$ cat config.mk
export PLATFORM = sky130hd
export DESIGN_NAME = nano4k_flash_page_sequencer
export DESIGN_NICKNAME = d
export VERILOG_FILES = /design/src/rtl/nano4k_flash_page_sequencer.sv
export SDC_FILE = /design/constraint.sdc
export NUM_CORES = 1
export LEC_CHECK = 0
export ABC_AREA = 1
export CAP_MARGIN = 20
export CORE_MARGIN = 1.5
export CORE_UTILIZATION = 35
export DETAILED_ROUTE_END_ITERATION = 16
export SLEW_MARGIN = 20
export SYNTH_ARGS = -nofsm -noshare
export SYNTH_HDL_FRONTEND = slang
export SYNTH_SLANG_ARGS = --single-unit
$ cat constraint.sdc
create_clock -name serialClk -period 7.45 [get_ports serialClk]
set_input_delay 1.1175 -clock serialClk [delete_from_list [all_inputs] [get_ports serialClk]]
set_output_delay 1.1175 -clock serialClk [all_outputs]
set_load 0.01 [all_outputs]
$ cat src/rtl/nano4k_flash_page_sequencer.sv
// Page-update sequencer for a single-IO SPI flash interface: optional WREN+erase,
// then WREN+page program, each followed by RDSR busy polling with a timeout.
module nano4k_flash_page_sequencer #(
    parameter int unsigned CS_GAP     = 4,
    parameter logic [23:0] POLL_LIMIT = 24'd600000
) (
    input  logic        serialClk,
    input  logic        reset_n,
    input  logic        start,
    input  logic        doErase,
    input  logic [15:0] pageAddr,
    input  logic [8:0]  byteCount,
    input  logic [7:0]  wrByte,
    output logic        wrByteAck,
    output logic        busy,
    output logic        done,
    output logic        error,
    output logic [7:0]  lastStatus,
    output logic        ifEnable_n,
    output logic [7:0]  fCommand,
    output logic [23:0] fAddress,
    output logic [7:0]  fData_WR,
    input  logic [7:0]  fData_RD,
    input  logic        cmdFinished,
    input  logic        WrDataReady
);
    localparam int unsigned   GW       = (CS_GAP > 2) ? $clog2(CS_GAP) : 1;
    localparam logic [GW-1:0] GAP_LAST = GW'(CS_GAP - 1);

    typedef enum logic [2:0] {IDLE, GAP, WREN, ERASE, POLL, PP_LOAD, PROGRAM, FINISH} state_t;

    state_t        state, stateNx, afterGap, afterGapNx, afterWren, afterWrenNx;
    logic [GW-1:0] gapCnt, gapCntNx;
    logic [8:0]    count, countNx, loaded, loadedNx, sent, sentNx;
    logic [23:0]   pollCnt, pollCntNx;
    logic          progPoll, progPollNx, errFlag, errFlagNx, wdrQ;
    logic          ifEnableNx, busyNx, doneNx, errorNx, ackNx;
    logic [7:0]    fCommandNx, fDataWrNx, lastStatusNx;
    logic [23:0]   fAddressNx;

    always_ff @(posedge serialClk) begin
        if (!reset_n) begin
            state      <= IDLE;
            afterGap   <= IDLE;
            afterWren  <= IDLE;
            gapCnt     <= '0;
            count      <= '0;
            loaded     <= '0;
            sent       <= '0;
            pollCnt    <= '0;
            progPoll   <= 1'b0;
            errFlag    <= 1'b0;
            wdrQ       <= 1'b0;
            ifEnable_n <= 1'b1;
            busy       <= 1'b0;
            done       <= 1'b0;
            error      <= 1'b0;
            wrByteAck  <= 1'b0;
            fCommand   <= '0;
            fAddress   <= '0;
            fData_WR   <= '0;
            lastStatus <= '0;
        end else begin
            state      <= stateNx;
            afterGap   <= afterGapNx;
            afterWren  <= afterWrenNx;
            gapCnt     <= gapCntNx;
            count      <= countNx;
            loaded     <= loadedNx;
            sent       <= sentNx;
            pollCnt    <= pollCntNx;
            progPoll   <= progPollNx;
            errFlag    <= errFlagNx;
            wdrQ       <= WrDataReady;
            ifEnable_n <= ifEnableNx;
            busy       <= busyNx;
            done       <= doneNx;
            error      <= errorNx;
            wrByteAck  <= ackNx;
            fCommand   <= fCommandNx;
            fAddress   <= fAddressNx;
            fData_WR   <= fDataWrNx;
            lastStatus <= lastStatusNx;
        end
    end

    always_comb begin
        stateNx      = state;
        afterGapNx   = afterGap;
        afterWrenNx  = afterWren;
        gapCntNx     = gapCnt;
        countNx      = count;
        loadedNx     = loaded;
        sentNx       = sent;
        pollCntNx    = pollCnt;
        progPollNx   = progPoll;
        errFlagNx    = errFlag;
        ifEnableNx   = ifEnable_n;
        busyNx       = busy;
        doneNx       = 1'b0;
        errorNx      = 1'b0;
        ackNx        = 1'b0;
        fCommandNx   = fCommand;
        fAddressNx   = fAddress;
        fDataWrNx    = fData_WR;
        lastStatusNx = lastStatus;

        case (state)
            IDLE: begin
                if (start && !busy) begin
                    busyNx     = 1'b1;
                    errFlagNx  = 1'b0;
                    progPollNx = 1'b0;
                    countNx    = (byteCount > 9'd256) ? 9'd256 : byteCount;
                    fAddressNx = {pageAddr, 8'h00};
                    if (doErase) begin
                        stateNx     = WREN;
                        afterWrenNx = ERASE;
                    end else if (byteCount != 9'd0) begin
                        stateNx     = WREN;
                        afterWrenNx = PP_LOAD;
                    end else begin
                        stateNx = FINISH;
                    end
                end
            end
            WREN: begin
                if (cmdFinished) begin
                    ifEnableNx = 1'b1;
                    stateNx    = GAP;
                    gapCntNx   = '0;
                    afterGapNx = afterWren;
                end
            end
            ERASE: begin
                if (cmdFinished) begin
                    ifEnableNx = 1'b1;
                    stateNx    = GAP;
                    gapCntNx   = '0;
                    afterGapNx = POLL;
                end
            end
            POLL: begin
                if (cmdFinished) begin
                    lastStatusNx = fData_RD;
                    pollCntNx    = pollCnt + 24'd1;
                    if (!fData_RD[0]) begin
                        ifEnableNx  = 1'b1;
                        stateNx     = GAP;
                        gapCntNx    = '0;
                        afterWrenNx = PP_LOAD;
                        afterGapNx  = (progPoll || count == 9'd0) ? FINISH : WREN;
                    end else if (pollCnt + 24'd1 == POLL_LIMIT) begin
                        // Timeout skips the gap: the next command can only follow a new start.
                        ifEnableNx = 1'b1;
                        errFlagNx  = 1'b1;
                        stateNx    = FINISH;
                    end
                end
            end
            PP_LOAD: begin
                fDataWrNx = wrByte;
                stateNx   = PROGRAM;
            end
            PROGRAM: begin
                // The ack cycle is the one whose closing edge captures wrByte.
                if (wrByteAck)
                    fDataWrNx = wrByte;
                if (WrDataReady && !wdrQ && loaded < count) begin
                    ackNx    = 1'b1;
                    loadedNx = loaded + 9'd1;
                end
                if (cmdFinished) begin
                    sentNx = sent + 9'd1;
                    if (sent + 9'd1 == count) begin
                        ifEnableNx = 1'b1;
                        stateNx    = GAP;
                        gapCntNx   = '0;
                        afterGapNx = POLL;
                        progPollNx = 1'b1;
                    end
                end
            end
            GAP: begin
                if (gapCnt == GAP_LAST)
                    stateNx = afterGap;
                else
                    gapCntNx = gapCnt + 1'b1;
            end
            FINISH: begin
                doneNx  = 1'b1;
                errorNx = errFlag;
                busyNx  = 1'b0;
                stateNx = IDLE;
            end
            default: stateNx = IDLE;
        endcase

        // Entry actions: drive the interface for the phase being entered.
        if (stateNx != state) begin
            case (stateNx)
                WREN: begin
                    ifEnableNx = 1'b0;
                    fCommandNx = 8'h06;
                end
                ERASE: begin
                    ifEnableNx = 1'b0;
                    fCommandNx = 8'h81;
                end
                POLL: begin
                    ifEnableNx = 1'b0;
                    fCommandNx = 8'h05;
                    pollCntNx  = '0;
                end
                PP_LOAD: begin
                    ackNx      = 1'b1;
                    loadedNx   = 9'd1;
                    fCommandNx = 8'h02;
                end
                PROGRAM: begin
                    ifEnableNx = 1'b0;
                    sentNx     = '0;
                end
                default: ;
            endcase
        end
    end
endmodule

Yosys cells after proc, flatten, opt, wreduce, memory -nomap -nowiden
Index checks and enable logic that the tools add are counted.
- reduce and logical (&&, ||, !) cells: 29
- $add $sub $neg: 4
- eq/ne operators: 29
- order comparisons: 2
- multiplexer cells: 72
- operators with widths (operator ; count):
    $mux W24 ; 4
    $mux W9 ; 9
    $mux W3 ; 22
    $pmux W8 S4 ; 1
    $add A24 B1 Y24 const B ; 1
    $eq A24 B20 Y1 const B ; 1
    $ne A2 B2 Y1 const B ; 11
    $eq A3 B3 Y1 const B ; 7
    $pmux W3 S7 ; 1
    $mux W1 ; 20
    $add A9 B1 Y9 const B ; 2
    $pmux W8 S2 ; 1
    $reduce_and A7 Y1 ; 2
    $eq A3 B2 Y1 const B ; 4
    $mux W2 ; 6
    $pmux W3 S4 ; 1
    $reduce_and A2 Y1 ; 6
    $reduce_bool A4 Y1 ; 3
    $reduce_and A5 Y1 ; 2
    $eq A9 B9 Y1 ; 1
    $gt A9 B9 Y1 const B ; 1
    $logic_not A9 Y1 ; 1
    $lt A9 B9 Y1 ; 1
    $reduce_bool A9 Y1 ; 1
    other kinds (19) ; 27
- output and inout port bits: 53
- input port bits: 47
- register bits: 110
- logic and storage cells: 156

Depth between registers and ports, before layout
- depth in word-level cells: 10
- depth in mapped cells: 23

Least setup slack after synthesis
Ideal clock, no wire load.
- kind: input port to flip-flop
- from: in byteCount[5]
- to: reg pollCnt[18]
- stages on the path: 12
- arrival time: 2.670 ns
- slack: 4.645 ns
- buffers on the path: 1
- required time: 7.315 ns
- path through: nor4_1 -> nand3_1 -> nor3_1 -> inv_1 -> o21ai_0 -> nand2_2 -> nand2_1 -> nand2_1 -> nand3_2 -> nand2_2 -> buf_6 -> nor3b_2
- cells in the longest elaborated chain, start to end: 8
- ends and longest elaborated chain (item ; RTL line ; text):
    start, declared ; 12 ; input logic [8:0] byteCount,
    $reduce_bool A9 Y1 (*) ; 119 ; end else if (byteCount != 9'd0) begin
    $mux W3 (*) ; 119 ;
    $mux W3 (*) ; 116 ; if (doErase) begin
    $mux W3 (*) ; 110 ; if (start && !busy) begin
    $pmux W3 S7 (*) ; 108 ; case (state)
    $eq A3 B3 Y1 ; 201 ; case (stateNx)
    $mux W24 ; 201 ;
    $mux W24 (*) ; 200 ; if (stateNx != state) begin
    end signal, assigned ; 71 ; pollCnt <= pollCntNx;
    end, declared ; 35 ; logic [23:0] pollCnt, pollCntNx;
Every way passes the cells marked *; elsewhere a longest branch is shown, timed or not.
A chain may end at the register's enable or synchronous reset.

Worst setup path after layout
- from: in start
- to: reg afterWren[2]
- cells in the longest elaborated chain, start to end: 3
- ends and longest elaborated chain (item ; RTL line ; text):
    start, declared ; 9 ; input logic start,
    $logic_and A1 B1 Y1 ; 110 ;
    $ne A2 B2 Y1 (no source line) ; n/a ;
    $reduce_and A5 Y1 (no source line) ; n/a ;
    end signal, assigned ; 66 ; afterWren <= afterWrenNx;
    end, declared ; 32 ; state_t state, stateNx, afterGap, afterGapNx, afterWren, afterWrenNx;
No other way between the ends.

==> results.json <==
{
  "path_buf_inv": 5,
  "synth-edff-count": 0,
  "max_slew_margin_pct": 29.1,
  "num_rows": 47,
  "cp_top_family": "buffers and inverters",
  "max_freq_mhz": 228,
  "yosys_warnings": 0,
  "endpoint_kind": "register",
  "cts_buffers": 9,
  "fin_ws_ns": 3.06,
  "layout-drive-gt1-share_pct": 6.64,
  "ys_ff_latch": 106,
  "grt.overflow.total": 0,
  "power_density_nw_per_um2": 210,
  "period_share_pct": 58.9,
  "io_buffers": 87,
  "drt-initial-drc-count": 386,
  "ys_seq_area_share_pct": 36.2,
  "ant_nets": 0,
  "cts_tree": "yes",
  "critPathMostFrequentCell": "inv_1",
  "hp-class": "register to register",
  "diodes": 0,
  "num-nets-final": 1003,
  "grt_pass1_wl_um": 25000,
  "route.detailed.drc": 0,
  "antenna_found_initial": 0,
  "syn_avg_cell_area_um2": 6.74,
  "vdd_ir_drop_max_mv": 0.137,
  "dieHeight_um": 132,
  "fin_tns_setup_ns": 0,
  "clkLatencyLatePin_ns": 0.36,
  "clkTransAtPathRegs_ns": 0.07,
  "layout_min_cycle_time_ns": 4.39,
  "status": "finished, final reports clean",
  "coreArea_um2": 16500,
  "crit_chain": "clkdlybuf4s50_1 -> inv_1 -> nor2_1 -> inv_1 -> nor2_1 -> clkinv_1 -> nand2_1 -> o221ai_1 -> a21oi_1 -> inv_1 -> a21oi_1",
  "synth_cell_types": 42,
  "gr-usage-all-layers_pct": 17.5,
  "slowest_delay_ns": 1.15,
  "avgRoutedWirePerCell_um": 13.0,
  "post-dp-hpwl_um": 10700,
  "place_worst_setup_slack_ns": 2.73,
  "syn_area_um2": 5860,
  "cp-start-kind": "primary input",
  "cts_setup_buffers": 0,
  "fp.dieW_um": 132,
  "viasPerCell": 4.80,
  "leakagePower_nw": 2.88,
  "via_count": 5610,
  "slew_violations": 0,
  "syn_to_final_growth_pct": 21.8,
  "ctsResizeCount": 0,
  "cp_max_fo": 34,
  "dieArea_um2": 17500,
  "crit_slowest_cell": "clkinv_1",
  "postCtsHoldBufs": 0,
  "worst-setup-path-type": "primary input to register",
  "cp_data_arrival_time_ns": 4.67,
  "reg2reg_slack_ns": 3.75,
  "fillers": 1752,
  "h-tree-depth": 3,
  "finalHoldViolations": 0,
  "rsz0062_at_grt": "false",
  "cts_num_sinks": 106,
  "grt_max_degree": 51,
  "firstDrtPassIters": 8,
  "setup_violations": 0,
  "syn-instance-count": 870,
  "cts_buffer_depth": 2,
  "synth_ff_type": "dfxtp_1",
  "globalplace.congestion": 0.846,
  "grt_pass1_vias": 5077,
  "start_util_pct": 35.6,
  "io_pins": 100,
  "drv_cap": 0,
  "routed_wl_um": 15200,
  "synthArstFlopShare_pct": 0,
  "root_buffer": "clkbuf_16",
  "skew_ns": 0.00769,
  "tightest_slew_ns": 1.06,
  "required_ns": 7.73
}
## path summary, 6_finish.rpt
| kind | startpoint | to | cells after the start |
|---|---|---|---|
| worst max-delay path | start | afterWren[2] | 11 |
| worst min-delay path | errFlag | errFlag | 2 |
| worst max register to register | state[1] | afterWren[2] | 9 |
| worst min register to register | errFlag | errFlag | 2 |
## Yosys cell counts, types with 3 or more instances
cell type  count  area share, %
nand2_1      191             12
nor2_1       147            9.4
dfxtp_1      106             36
inv_1         79            5.1
o21ai_0       65            5.5
nand3_1       53            4.5
a21oi_1       43            3.7
clkbuf_1      21            1.3
buf_4         13            1.7
xor2_1        13            1.9
ha_1          12            2.6
nand2_2       11            1.2
nor3b_1       11            1.4
a211oi_1      10            1.3
and3_1        10            1.1
nor3b_2       10            2.1
nand4_1        8           0.85
nor3_1         8           0.68
inv_2          6           0.38
o21ai_1        5           0.43
nand3b_1       4           0.51
nor2_2         4           0.43
nor2_4         4           0.77
nor4_1         4           0.43
xnor2_1        4           0.60
a21oi_2        3           0.45
buf_6          3           0.58
clkinv_1       3           0.19
## metrics by stage
step	hold WS (ns)	instances	util (%)	cell area, um^2	power (mW)
floorplan	0.424	881	-	5900	0.913
global placement	0.448	1153	41.7	6860	1.04
detailed placement	0.451	1153	41.7	6860	1.05
CTS	0.463	1169	43.4	7140	1.51
global route	0.489	1169	43.4	7140	1.58
finish	0.462	1169	43.4	7140	1.50
## layout by cell type (no fill, tap or decap), drive strengths merged
| master | count |
|---|---|
| and3 | 10 |
| nor2 | 155 |
| clkinvlp | 1 |
| o211ai | 2 |
| nand3b | 4 |
| a211oi | 10 |
| nand2 | 203 |
| a221oi | 1 |
| inv | 87 |
| buf | 3 |
| conb | 12 |
| a21oi | 46 |
| nor3b | 21 |
| dfxtp | 106 |
| xnor2 | 4 |
| o22ai | 1 |
| clkdlybuf4s50 | 87 |
| nand3 | 55 |
| nor3 | 8 |
| clkinv | 7 |
| o2111ai | 2 |
| a31oi | 2 |
| xor2 | 13 |
| a22oi | 2 |
| nand4 | 8 |
| o21ai | 71 |
| o221ai | 1 |
| ha | 12 |
| nor4 | 4 |
| o21bai | 1 |
| clkbuf | 9 |
| a21o | 1 |
## logic make-up after synthesis
group                    synth area share [%]
flip-flops                               36.2
adder cells (fa/ha/maj)                  2.56
buffers and inverters                    9.28
other                                  0.0640
AO/OA/AOI/OAI                            13.2
XOR/XNOR                                 2.54
AND/OR/NAND/NOR                          36.2
## flip-flops by register name (all words and copies together), names as in the netlist, 2 cells and up
register	flops
state	3
lastStatus	8
afterGap	3
fCommand	4
loaded	9
sent	9
count	9
pollCnt	24
gapCnt	2
fData_WR	8
afterWren	3
fAddress	16
## report_power, final
group	switching, mW	leakage (nW)	internal (mW)
clock	0.232	0.136	0.230
sequential	0.0350	0.861	0.618
combinational	0.227	1.88	0.156
## worst min-delay path, stage by stage (launching register included)
cell and delay (ns):
dfxtp_1 0.30, inv_1 0.06, a21oi_1 0.06
## layout make-up
class | count | area, um^2 | share of cell area (%)
inverters | 88 | 330 | 4.63
clock buffers | 9 | 225 | 3.15
clock inverters | 7 | 52.6 | 0.736
repair buffers | 90 | 893 | 12.5
flip-flops and latches | 106 | 2120 | 29.7
multi-input cells | 649 | 3240 | 45.4
well taps | 220 | 275 | 3.86
## metal layers
metal  vias to the layer above  part of all wire [%]  global-route usage (%)
met2                       132                    43                    26.8
met1                      2506                    50                    24.4
met5                         -                     0                       0
li1                       2959                     -                       -
met4                         0                   1.4                    5.98
met3                        13                   5.2                    3.60
No activity file was read; power rests on OpenSTA's default activity.
